**config.mk**
```make
export PLATFORM = sky130hd
export DESIGN_NAME = operand_serializer_flat
export DESIGN_NICKNAME = d
export VERILOG_FILES = /design/src/rtl/operand_serializer_pkg.sv /design/src/rtl/operand_serializer_if.sv /design/src/rtl/operand_serializer_shift_reg.sv /design/src/rtl/operand_serializer.sv /design/src/flat_wrapper.sv
export SDC_FILE = /design/constraint.sdc
export NUM_CORES = 1
export LEC_CHECK = 0
export ABC_AREA = 1
export CAP_MARGIN = 10
export CORE_UTILIZATION = 51
export CTS_CLUSTER_DIAMETER = 150
export DETAILED_ROUTE_END_ITERATION = 12
export MAX_ROUTING_LAYER = met4
export PLACE_DENSITY = 0.81
export SYNTH_ARGS = -nofsm -noshare
export SYNTH_HDL_FRONTEND = slang
export SYNTH_SLANG_ARGS = --single-unit
```
**constraint.sdc**
```tcl
create_clock -name clk -period 2 [get_ports clk]
set_input_delay 0.4 -clock clk [delete_from_list [all_inputs] [get_ports clk]]
set_output_delay 0.4 -clock clk [all_outputs]
set_load 0.02 [all_outputs]
```
**src/rtl/operand_serializer_pkg.sv**
```systemverilog
// Shared definitions for the operand serializer: FSM state encoding and
// the helper that sizes the bit counter.
package operand_serializer_pkg;

    typedef enum logic [1:0] {
        ST_IDLE  = 2'd0,
        ST_SHIFT = 2'd1,
        ST_DONE  = 2'd2
    } state_t;

    // Bit counter width: enough to hold WIDTH-1, never narrower than one bit.
    function automatic int cnt_width(input int w);
        return (w > 2) ? $clog2(w) : 1;
    endfunction

endpackage

```
**src/rtl/operand_serializer_if.sv**
```systemverilog
// Word-in / bit-out bus of the operand serializer.
// Handshake: a word is accepted on a rising edge where start = 1 and
// ready = 1; din is sampled on that same edge. start while ready = 0 is
// ignored. ser_out is meaningful only while ser_valid = 1, and done
// pulses for one cycle after the last payload bit of an accepted word.
interface operand_serializer_if
    import operand_serializer_pkg::*;
#(
    parameter int WIDTH = 8
);
    logic             start;
    logic [WIDTH-1:0] din;
    logic             ready;
    logic             ser_out;
    logic             ser_valid;
    logic             busy;
    logic             done;
    state_t           dbg_state;

    modport master (
        output start, din,
        input  ready, ser_out, ser_valid, busy, done, dbg_state
    );

    modport slave (
        input  start, din,
        output ready, ser_out, ser_valid, busy, done, dbg_state
    );
endinterface

```
**src/rtl/operand_serializer_shift_reg.sv**
```systemverilog
// Datapath of the serializer: a WIDTH-bit register with parallel load and
// a one-position shift toward the output end. next_head_o is the bit that
// will sit at the output end after the coming edge, so the caller can
// register it alongside the shift register itself.
module shift_reg #(
    parameter int WIDTH     = 8,
    parameter bit MSB_FIRST = 1'b0
) (
    input  logic             clk,
    input  logic             clr_i,
    input  logic             load_i,
    input  logic             shift_i,
    input  logic [WIDTH-1:0] din_i,
    output logic             next_head_o
);
    logic [WIDTH-1:0] sr_q;
    logic [WIDTH-1:0] sr_d;

    // Next register value: load has priority over shift, otherwise hold.
    always_comb begin
        sr_d = sr_q;
        if (load_i) begin
            sr_d = din_i;
        end else if (shift_i) begin
            if (MSB_FIRST) begin
                sr_d = {sr_q[WIDTH-2:0], 1'b0};
            end else begin
                sr_d = {1'b0, sr_q[WIDTH-1:1]};
            end
        end
    end

    // Register update with synchronous clear.
    always_ff @(posedge clk) begin
        if (clr_i) begin
            sr_q <= '0;
        end else begin
            sr_q <= sr_d;
        end
    end

    assign next_head_o = MSB_FIRST ? sr_d[WIDTH-1] : sr_d[0];
endmodule

```
**src/rtl/operand_serializer.sv**
```systemverilog
// Operand serializer: accepts a WIDTH-bit word when idle and shifts it out
// one bit per cycle, then pulses done for a single cycle before returning
// to idle. Every output comes straight from a flop.
module operand_serializer
    import operand_serializer_pkg::*;
#(
    parameter int WIDTH     = 8,
    parameter bit MSB_FIRST = 1'b0
) (
    input  logic                 clk,
    input  logic                 clr,
    operand_serializer_if.slave  bus
);
    localparam int            CW       = cnt_width(WIDTH);
    localparam logic [CW-1:0] CNT_LAST = CW'(WIDTH - 1);

    state_t        state_q, state_d;
    logic [CW-1:0] cnt_q, cnt_d;
    logic          load, shift, next_head;
    logic          ser_out_q, ser_out_d;
    logic          ser_valid_q, ser_valid_d;
    logic          busy_q, busy_d;
    logic          done_q, done_d;
    logic          ready_q, ready_d;

    shift_reg #(
        .WIDTH     (WIDTH),
        .MSB_FIRST (MSB_FIRST)
    ) u_shift_reg (
        .clk         (clk),
        .clr_i       (clr),
        .load_i      (load),
        .shift_i     (shift),
        .din_i       (bus.din),
        .next_head_o (next_head)
    );

    // Next-state, counter and datapath control; clr overrides everything.
    always_comb begin
        state_d = state_q;
        cnt_d   = cnt_q;
        load    = 1'b0;
        shift   = 1'b0;
        case (state_q)
            ST_IDLE: begin
                if (bus.start && ready_q) begin
                    state_d = ST_SHIFT;
                    cnt_d   = '0;
                    load    = 1'b1;
                end
            end
            ST_SHIFT: begin
                if (cnt_q == CNT_LAST) begin
                    state_d = ST_DONE;
                end else begin
                    cnt_d = cnt_q + CW'(1);
                    shift = 1'b1;
                end
            end
            ST_DONE: state_d = ST_IDLE;
            default: state_d = ST_IDLE;
        endcase
        if (clr) begin
            state_d = ST_IDLE;
            cnt_d   = '0;
            load    = 1'b0;
            shift   = 1'b0;
        end
    end

    // Output values decoded from the next state so they can be registered.
    always_comb begin
        ser_valid_d = (state_d == ST_SHIFT);
        ser_out_d   = ser_valid_d && next_head;
        busy_d      = (state_d != ST_IDLE);
        done_d      = (state_d == ST_DONE);
        ready_d     = (state_d == ST_IDLE);
    end

    // State, counter and output registers.
    always_ff @(posedge clk) begin
        if (clr) begin
            state_q     <= ST_IDLE;
            cnt_q       <= '0;
            ser_out_q   <= 1'b0;
            ser_valid_q <= 1'b0;
            busy_q      <= 1'b0;
            done_q      <= 1'b0;
            ready_q     <= 1'b1;
        end else begin
            state_q     <= state_d;
            cnt_q       <= cnt_d;
            ser_out_q   <= ser_out_d;
            ser_valid_q <= ser_valid_d;
            busy_q      <= busy_d;
            done_q      <= done_d;
            ready_q     <= ready_d;
        end
    end

    assign bus.ser_out   = ser_out_q;
    assign bus.ser_valid = ser_valid_q;
    assign bus.busy      = busy_q;
    assign bus.done      = done_q;
    assign bus.ready     = ready_q;
    assign bus.dbg_state = state_q;
endmodule

```
**src/flat_wrapper.sv**
```systemverilog
// flat-port wrapper written by rule: the top's interface ports become plain ports
module operand_serializer_flat import operand_serializer_pkg::*;
#(
    parameter int WIDTH     = 8,
    parameter bit MSB_FIRST = 1'b0
)
  (clk, clr, bus_start, bus_din, bus_ready, bus_ser_out, bus_ser_valid, bus_busy, bus_done, bus_dbg_state);
  operand_serializer_if #(.WIDTH(WIDTH)) bus_i ();
  input  logic clk;
  input  logic clr;
  input wire logic [$bits(bus_i.start)-1:0] bus_start;
  input wire logic [$bits(bus_i.din)-1:0] bus_din;
  output wire logic [$bits(bus_i.ready)-1:0] bus_ready;
  output wire logic [$bits(bus_i.ser_out)-1:0] bus_ser_out;
  output wire logic [$bits(bus_i.ser_valid)-1:0] bus_ser_valid;
  output wire logic [$bits(bus_i.busy)-1:0] bus_busy;
  output wire logic [$bits(bus_i.done)-1:0] bus_done;
  output wire logic [$bits(bus_i.dbg_state)-1:0] bus_dbg_state;
  assign bus_i.start = bus_start;
  assign bus_i.din = bus_din;
  assign bus_ready = bus_i.ready;
  assign bus_ser_out = bus_i.ser_out;
  assign bus_ser_valid = bus_i.ser_valid;
  assign bus_busy = bus_i.busy;
  assign bus_done = bus_i.done;
  assign bus_dbg_state = bus_i.dbg_state;
  operand_serializer #(.WIDTH(WIDTH), .MSB_FIRST(MSB_FIRST)) u_core (.clk(clk), .clr(clr), .bus(bus_i));
endmodule
```
* After elaboration in Yosys (flattened, before gate mapping)
Index checks and enable logic that the tools add are counted.
** Storage, ports and cells
- Register bits :: 18
- Logic and storage cells :: 39
** Cells by class
- Reductions and logical operators :: 8
- Eq/ne operators :: 6
- Muxes and demuxes :: 15
- Add/sub/neg operators :: 1
** Operator list (number)
- 2-to-1 mux 8 bit :: 2
- 2-to-1 mux 1 bit :: 6
- 2-to-1 mux 2 bit :: 3
- 2-to-1 mux 3 bit :: 2
- one-hot mux 3 bit (2 select lines) :: 1
- nonzero test 2 bit :: 3
- equality test 2 x 1 -> 1 bit, second input constant :: 2
- logical NOT 2 bit :: 2
- one-hot mux 2 bit (2 select lines) :: 1
- adder 3 x 1 -> 3 bit, second input constant :: 1
- equality test 3 bit, second input constant :: 1
- AND reduction 3 bit :: 1
- equality test 2 bit, second input constant :: 1
- logical AND 1 bit :: 2
- inequality test 2 x 1 -> 1 bit, second input constant :: 1
- inequality test 2 bit, second input constant :: 1

* Logic depth before layout (Yosys ltp)
Gate-level depths: netlist of the first run.
- Depth after elaboration :: 7
- Gate-level depth with buffers :: 9
- Mapped depth without buffers :: 8

* Cells and area by module
From an unflattened synthesis of the first run, not the netlist that was laid out.
** Unflattened totals
- Cells, all modules :: 116
- Area, all modules :: 844.6 µm²
** Modules (own cells, without submodules)
- operand_serializer :: cells each 52, sequential area each 200.2 µm², times used 1, area an instance 426.7 µm²
- shift_reg :: cells each 64, sequential area each 160.2 µm², times used 1, area an instance 417.9 µm²

* Worst setup path after synthesis of the first run
Ideal clock, no wire load.
- Path type :: register -> register
- From :: reg u_core.cnt_q[0]
- To :: reg u_core.ser_out_q (netlist: u_core.bus.ser_out)
- Stages on the path, launching flop included :: 10
- Arrival :: 1180 ps
- Data required time :: 1889 ps
- Slack :: 709 ps
- Period minus slack after synthesis :: 1291 ps
- Cells stage by stage :: dfxtp_1 ha_1 ha_1 inv_1 buf_4 nand3_4 nand2_1 nand3_1 nand2_1 nor2_1
** Between the ends
- Longest elaborated chain between the ends :: 7
- Elaborated cells on any way between the ends :: 11
- Those cells by class :: 2 x eq/ne; 8 x mux; 1 x reduce/logical
** RTL lines
- from (decl) :: line operand_serializer.sv:18 : logic [CW-1:0] cnt_q, cnt_d;
- from (signal assigned) :: line operand_serializer.sv:92 : cnt_q <= cnt_d;
- equality test 3 bit (*) :: line operand_serializer.sv:53 : if (cnt_q == CNT_LAST) begin
- 2-to-1 mux 1 bit :: line operand_serializer.sv:53
- 2-to-1 mux 1 bit :: line operand_serializer.sv:44 : case (state_q)
- 2-to-1 mux 1 bit :: line operand_serializer.sv:63 : if (clr) begin
- 2-to-1 mux 8 bit :: line operand_serializer_shift_reg.sv:24 : end else if (shift_i) begin
- 2-to-1 mux 8 bit :: line operand_serializer_shift_reg.sv:22 : if (load_i) begin
- logical AND 1 bit (*) :: line operand_serializer.sv:74 : ser_out_d = ser_valid_d && next_head;
- to (signal assigned) :: line operand_serializer.sv:93 : ser_out_q <= ser_out_d;
- to (decl) :: line operand_serializer.sv:20 : logic ser_out_q, ser_out_d;
Mark *: on every way between the ends. The rest lies on a longest branch, timed or not. The select of a mux whose other input is x is not followed.
A chain may end at the register's enable or synchronous reset.

* Final worst setup path of the first run
- From :: reg u_core.state_q[1] (netlist: u_core.bus.dbg_state[1])
- To :: out bus_dbg_state[1]
** RTL lines
- from (decl) :: line operand_serializer.sv:17 : state_t state_q, state_d;
- from (signal assigned) :: line operand_serializer.sv:91 : state_q <= state_d;
- to (decl) :: line flat_wrapper.sv:18 : output wire logic [$bits(bus_i.dbg_state)-1:0] bus_dbg_state;
No word-level cell between the ends.

==> results of run 1 <==
registers in the layout (all words and copies together), names as in the netlist:
name and count:
u_core.bus.ready 1, u_core.u_shift_reg.sr_q 8, u_core.bus.dbg_state 2, u_core.bus.done 1, u_core.bus.ser_out 1, u_core.cnt_q 3
u_core.bus.ser_valid 1, u_core.bus.busy 1
cell usage in the layout, fill, tap and decap left out:
master / count
sky130_fd_sc_hd__a21oi_1: 2
sky130_fd_sc_hd__buf_4: 2
sky130_fd_sc_hd__clkbuf_4: 3
sky130_fd_sc_hd__clkdlybuf4s50_1: 17
sky130_fd_sc_hd__dfxtp_1: 18
sky130_fd_sc_hd__ha_1: 2
sky130_fd_sc_hd__inv_1: 16
sky130_fd_sc_hd__inv_2: 1
sky130_fd_sc_hd__nand2_1: 21
sky130_fd_sc_hd__nand2_2: 1
sky130_fd_sc_hd__nand2_4: 1
sky130_fd_sc_hd__nand3_1: 14
sky130_fd_sc_hd__nand3_2: 1
sky130_fd_sc_hd__nand3_4: 1
sky130_fd_sc_hd__nand4_1: 7
sky130_fd_sc_hd__nor2_1: 7
sky130_fd_sc_hd__nor4_1: 2
sky130_fd_sc_hd__o21ai_0: 3
sky130_fd_sc_hd__o21ai_1: 1
sky130_fd_sc_hd__or2_0: 1
path summary, 6_finish.rpt:
| check | from | slack, ps | cells after the start | to |
|---|---|---|---|---|
| setup reg to reg | u_core.cnt_q[0] | 390 | 8 | u_core.u_shift_reg.sr_q[4] |
| setup / recovery | u_core.bus.dbg_state[1] | 270 | 1 | bus_dbg_state[1] |
| hold reg to reg | u_core.cnt_q[2] | 480 | 2 | u_core.cnt_q[2] |
| hold / removal | u_core.cnt_q[2] | 480 | 2 | u_core.cnt_q[2] |
cell usage after synthesis:
cell type	n	share of area, %
sky130_fd_sc_hd__nand2_1	21	10
sky130_fd_sc_hd__dfxtp_1	18	46
sky130_fd_sc_hd__inv_1	16	7.6
sky130_fd_sc_hd__nand3_1	14	8.9
sky130_fd_sc_hd__nand4_1	7	5.6
sky130_fd_sc_hd__nor2_1	7	3.3
sky130_fd_sc_hd__o21ai_0	3	1.9
sky130_fd_sc_hd__a21oi_1	2	1.3
sky130_fd_sc_hd__ha_1	2	3.2
sky130_fd_sc_hd__nor4_1	2	1.6
sky130_fd_sc_hd__buf_2	1	0.64
sky130_fd_sc_hd__buf_4	1	0.96
sky130_fd_sc_hd__buf_6	1	1.4
sky130_fd_sc_hd__inv_2	1	0.48
sky130_fd_sc_hd__nand2_2	1	0.80
sky130_fd_sc_hd__nand2_4	1	1.4
sky130_fd_sc_hd__nand3_2	1	1.3
sky130_fd_sc_hd__nand3_4	1	2.2
sky130_fd_sc_hd__o21ai_1	1	0.64
sky130_fd_sc_hd__or2_0	1	0.80
final cells by class:
type / count / area (µm²) / area share (%)
Timing Repair Buffer: 19 / 185.2 / 18.73
Tap cell: 15 / 18.77 / 1.899
Sequential cell: 18 / 360.3 / 36.46
Multi-Input combinational cell: 64 / 337.8 / 34.18
Clock buffer: 3 / 22.52 / 2.278
Inverter: 17 / 63.81 / 6.456
report_power, final:
| group | internal [mW] | total (mW) | switching (mW) | leakage [nW] |
|---|---|---|---|---|
| Combinational | 0.0759 | 0.175 | 0.0993 | 0.314 |
| Clock | 0.0697 | 0.170 | 0.100 | 0.0138 |
| Sequential | 0.389 | 0.405 | 0.0165 | 0.147 |
layer usage:
layer / global-route usage (%) / vias to the layer above / part of all wire (%)
met5: - / - / 0
met1: 24.43 / 307 / 46
li1: - / 367 / -
met4: 8.871 / 0 / 1.2
met2: 35.94 / 13 / 49
met3: 4.891 / 2 / 3.6
cell families after synthesis:
kind of cell	count (synthesis)	synth area share [%]
compound gates	6	3.821
fa+ha+maj	2	3.184
buf+inv	20	11.15
flops	18	45.86
simple gates	56	35.99
==> results.txt, run 1 <==
Among cell families on the critical path, the largest total delay comes from buffers and inverters. TritonCTS built the clock tree. The worst path needs 1731 ps of the cycle, external delays included.

The wire length of the first global-routing pass came out at 2332 µm. The core area came out at 0.001366 mm². The total power consumption of the routed design came out at 0.7503 mW. The final estimated routing congestion in global placement came out at 0.7594. The synthesized netlist occupies a cell area of 785.8 µm².

The TritonCTS sink count came out at 18. The total non-filler cell area in the finished layout came out at 988.4 µm². Adding up every negative setup slack in the final design gives 0 ps. For this block, the routed nets add up to 1429 µm of wire. The number of input and output port buffers inserted is 17.

Synthesis inferred 18 register bits. The worst setup path is captured at an output pin. Counting both buffers and inverters, the worst setup path holds a total of 1. The total instance count after detailed placement came out at 133. The analysis attributes to cell leakage a power of 0.4748 nW. The distinct cell type count after synthesis came out at 20. The final-layout fill cell count came out at 127.

The relative slew slack came out at 75.11%. The final number of hold-violating endpoints came to 0. The final layout contains 136 nets. The kind of start point of the critical path is a flop. The post-CTS resize count came out at 0. Setup repair after global routing left no endpoint under its margin.

The first routing iteration left 15 violations. In this run the number of H-tree levels came out at 1. The number of nets in the synthesized netlist came out at 115. During I/O placement, the number of pins put on the boundary was 18.

The maximum clock insertion buffer count is 2. The highest net fanout along the worst path came out at 6. The number of antenna violations at the first check in global routing is 0. From synthesis to final layout, the design area changed by 25.80%.

The number of max-slew violations in the final report came out at 0. After global routing the overflow that remains totals 0. The placed instances occupy a cell area of 965.9 µm². The setup path with the least slack is of type reg2out. The mean instance size in the synthesized netlist is 7.703 µm². The highest-delay cell along the critical path is sky130_fd_sc_hd__clkdlybuf4s50_1. Clock tree synthesis selected as its root buffer the cell sky130_fd_sc_hd__clkbuf_4. The gate count after technology mapping is 102. On the worst path, the slowest cell contributes a delay of 640 ps. In this run the worst hold path is classified as reg2reg. Dividing total power by cell area gives a power density of 759.0 mW/mm².

The number of max-capacitance violations reported is 0. The routed via count divided by cell count came out at 5.066. The die covers 0.001702 mm². Hold timing on the final database bottoms out at a slack of 478.6 ps. The count of cells in the finished layout, fillers not included, comes to 136. Entering global routing, the biggest net connects 14 pins.

The post-route netlist has 8.264% of its cells at a drive strength greater than 1. For this run, the number of Yosys warnings is 0. The via count of the first global-routing pass came to 607. The estimated wirelength of the detail-placed design came out at 1164 µm. The row count is 13. The worst vdd rail ir drop is 0.4870 mV. For the pin with the worst max-slew slack, the measured transition is 371.9 ps. The share of the clock period used by the worst path after layout is 86.54%. The post-placement setup slack came out at 237.4 ps.

The register area share after synthesis is 45.86%. The run finished with clean final reports. The clock buffer count from CTS came out at 3. For the worst setup path, the data arrival time is 1330 ps. Clock skew on the completed layout was measured at 7.045 ps. After detailed routing, the number of remaining DRC violations is 0. The critical path goes through clkdlybuf4s50_1. The die is 41.25 µm wide. The die is 41.25 µm tall.

The clock-pin slew of the registers on the worst-case setup and hold paths is 100 ps. The total setup buffers inserted after CTS came out at 0. The global-route usage over all layers came out at 21.47%.

For this run, the top clock speed supported by timing is 0.5778 GHz. The first-pass iteration count of the detailed router is 4. The antenna violation net count after detailed routing is 0. The share of the core filled with cells came out at 72.34%.

The clock latency at the later pin of the worst-skew pair came out at 280 ps. The average wire length per cell after detail routing is 10.51 µm. The initial cell density of the core is 57.51%. The required time of the critical path is 1600 ps. The final critical-path setup slack came out at 269.3 ps.

The repair_antennas step left the layout with diodes totalling 0. The number of hold buffers added after cts came out at 0. The detailed-route via count is 689. The final-report setup violation count is 0.
No activity file was read; power rests on OpenSTA's default activity.
==> inputs of run 2 (changes only) <==
--- a/config.mk
+++ b/config.mk
@@ -7,11 +7,14 @@
 export LEC_CHECK = 0
 export ABC_AREA = 1
 export CAP_MARGIN = 10
-export CORE_UTILIZATION = 51
+export CELL_PAD_IN_SITES_DETAIL_PLACEMENT = 1
+export CELL_PAD_IN_SITES_GLOBAL_PLACEMENT = 1
+export CORE_ASPECT_RATIO = 1.4
+export CORE_UTILIZATION = 37
 export CTS_CLUSTER_DIAMETER = 150
 export DETAILED_ROUTE_END_ITERATION = 12
 export MAX_ROUTING_LAYER = met4
-export PLACE_DENSITY = 0.81
+export PLACE_DENSITY_LB_ADDON = 0.1
 export SYNTH_ARGS = -nofsm -noshare
 export SYNTH_HDL_FRONTEND = slang
 export SYNTH_SLANG_ARGS = --single-unit
==> run 2 against run 1 <==
Utilization down 21 points. Critical path type unchanged. Critical endpoint unchanged. Fmax decreased by 1.3%. Via count grew 5.1%.
==> results.txt, run 2 (synthesis gave the netlist of run 1 again) <==
The clock group share of total power came out at 23.3% (was 22.6%). The layout overhead on the synthesized area is 27.71% (was 25.80%). The power spent charging and discharging nets is 0.2294 mW (was 0.2160 mW). The routed via count divided by cell count was 5.063 (was 5.066). The total number of nets in the final design came out at 137 (was 136). The final critical delay including setup and external delays came out at 1753 ps (was 1731 ps). The largest register by flop count was u_core.u_shift_reg.sr_q (unchanged).

The via count of the first global-routing pass is 716 (was 607). The average wire length per cell after detail routing is 12.79 µm (was 10.51 µm). The floorplan die height came out at 56.53 µm (was 41.25 µm). The area enclosed by the die boundary was 0.002314 mm² (was 0.001702 mm²). The share of total power in combinational logic is 23.6% (was 23.3%). The total power density per cell area came out at 761.4 mW/mm² (was 759.0 mW/mm²). The number of max-capacitance violations reported is 0 (unchanged). The beginning of the worst hold path is u_core.cnt_q[2] (unchanged). The final number of hold-violating endpoints came out at 0 (unchanged). The category of cells accounting for the largest share of critical-path delay is buffers and inverters (unchanged).

The maximum clock insertion buffer count was 2 (unchanged). The required time of the critical path is 1600 ps (about the same). The kind of start point of the critical path was a flop (unchanged). The reg-to-reg endpoint is u_core.u_shift_reg.sr_q[4] (unchanged).

The capture endpoint of the worst hold path is u_core.cnt_q[2] (unchanged). The fraction of final layout cells with drive strength greater than 1 came to 9.016% (was 8.264%). The highest net fanout along the worst path came out at 6 (unchanged). The number of max-slew violations in the final report was 0 (unchanged). The violation count after the first detailed-route iteration came out at 9 (was 15).

The worst vdd rail ir drop is 0.3613 mV (was 0.4870 mV). The final worst hold slack is 482.7 ps (was 478.6 ps). The TritonCTS sink count came to 18 (unchanged). The number of buffer and inverter instances along the worst setup path came out at 1 (unchanged). The total power consumption of the routed design came out at 0.7641 mW (was 0.7503 mW). The share of the core filled with cells came out at 50.86% (was 72.34%).

The net switching fraction of the power is 30.03% (was 28.78%). The register-to-register setup slack is 430 ps (was 390 ps). The initial cell density of the core was 39.82% (was 57.51%).

The number of input and output port buffers inserted came to 17 (unchanged). The diode insertion count for antenna repair came to 0 (unchanged). The share of the clock period used by the worst path after layout came to 87.64% (was 86.54%).

The H-tree depth came out at 1 (unchanged). The wire length of the first global-routing pass was 3022 µm (was 2332 µm). The clock-pin slew of the registers on the worst-case setup and hold paths is 100 ps (about the same). The clock buffer count from CTS is 3 (unchanged). The CTS tree was done (unchanged). The leading cell type in the layout, fill and taps excluded is sky130_fd_sc_hd__nand2_1 (unchanged). The total setup buffers inserted after CTS came to 0 (unchanged). The clock latency at the later pin of the worst-skew pair is 290 ps (was 280 ps). Cells along the critical path: clkdlybuf4s50_1 (unchanged). The final-layout fill cell count is 260 (was 127). The die width is 40.95 µm (was 41.25 µm).

The boundary pin count came to 18 (unchanged). The pin count of the biggest net entering global routing came out at 11 (was 14). The endpoint class of the critical path was an output pin (unchanged).

The DRC violation count after routing was 0 (unchanged). The final worst clock skew came to 1.890 ps (was 7.045 ps). The routed wire length was 1829 µm (was 1429 µm).

Most frequent cells in the layout: 21 x sky130_fd_sc_hd__nand2_1, 18 x sky130_fd_sc_hd__dfxtp_1, 17 x sky130_fd_sc_hd__clkdlybuf4s50_1 (unchanged). The relative slew slack is 75.24% (was 75.11%). The multi-input gate area in the final layout came out at 337.8 µm² (unchanged). The final-report setup violation count was 0 (unchanged). The core area came to 0.001973 mm² (was 0.001366 mm²). The number of hold buffers added after cts came to 0 (unchanged).

The clock root buffer is sky130_fd_sc_hd__clkbuf_4 (unchanged). The leakage power total is 0.4790 nW (was 0.4748 nW). The first-pass iteration count of the detailed router is 4 (unchanged).

The total internal power came to 0.5346 mW (was 0.5343 mW). RSZ-0062 raised after global routing: false (unchanged). The maximum clock rate came out at 0.5705 GHz (was 0.5778 GHz). The highest-delay cell along the critical path is sky130_fd_sc_hd__clkdlybuf4s50_1 (unchanged). The cell count of the worst hold path was 2 (unchanged). The sequential cell area came out at 360.3 µm² (unchanged).

The number of cells on the worst reg-to-reg path came out at 8 (unchanged). The row count is 19 (was 13). The antenna violation net count after detailed routing is 0 (unchanged).

The total global routing overflow is 0 (unchanged). The flip-flop count of the largest register after layout came out at 8 (unchanged). The final estimated routing congestion in global placement came out at 0.7352 (was 0.7594). The worst reg2reg path startpoint is u_core.cnt_q[0] (unchanged).

The critical setup path kind is reg2out (unchanged). The detailed-route via count came to 724 (was 689). The slew at the pin closest to its max-slew limit is 370.1 ps (was 371.9 ps). The kind of path behind the tightest hold check is reg2reg (unchanged). The data arrival at the endpoint of the critical path was 1350 ps (was 1330 ps). The post-CTS resize count is 0 (unchanged).

The number of antenna violations at the first check in global routing is 0 (unchanged). The global-route usage over all layers came out at 19.30% (was 21.47%). The total negative setup slack came out at 0 ps (unchanged).

Result of the run: completed (unchanged). The startpoint of the most critical setup path is u_core.bus.dbg_state[1] (unchanged). The estimated wirelength of the detail-placed design was 1422 µm (was 1164 µm).

The part of the power in registers is 53.1% (was 54.0%). The peak per-stage delay on the critical path is 640 ps (about the same).
## run 2: cell types whose count changed in the layout (fill, tap and decap cells not counted), sizes merged
cell	before	now
buf	2	3
## run 2: how the worst max path moves through the flow
stage	endpoint	slack (ps)	cells past startpoint
global route	bus_dbg_state[1]	180	1
CTS	bus_dbg_state[1]	220	1
global placement	u_core.u_shift_reg.sr_q[0]	240	8
detailed placement	u_core.u_shift_reg.sr_q[0]	190	8
floorplan	u_core.bus.ser_out	710	9
finish	bus_dbg_state[1]	250	1
## run 2: cell type report
class	count	share of cell area (%)
Clock buffer	3	2.244
Inverter	17	6.359
Multi-Input combinational cell	64	33.67
Sequential cell	18	35.91
Tap cell	21	2.618
Timing Repair Buffer	20	19.20
## run 2: per-layer routing
metal | up-vias | share of wire, % | GRT usage [%]
met2 | 17 | 53 | 32.14
met5 | - | 0 | -
met1 | 336 | 42 | 21.25
met3 | 2 | 3.2 | 2.372
met4 | 0 | 1.1 | 8.571
li1 | 369 | - | -
## run 2: metrics by stage
step	area [µm²]	worst slack [ps]	cells
2_1_floorplan	785.8	709.1	102
3_3_place_gp	980.9	241.6	140
3_5_place_dp	980.9	189.5	140
4_1_cts	1003	224.3	143
5_1_grt	1003	177.8	143
6_report	1003	247.1	143
## run 2: power by group through the flow
stage	clock [mW]	sequential, mW	combinational [mW]
final	0.178	0.405	0.181
after global placement	0	0.413	0.177
after floorplan	0	0.427	0.0951
after detailed placement	0	0.414	0.182
after CTS	0.184	0.406	0.184
after global routing	0.205	0.410	0.201
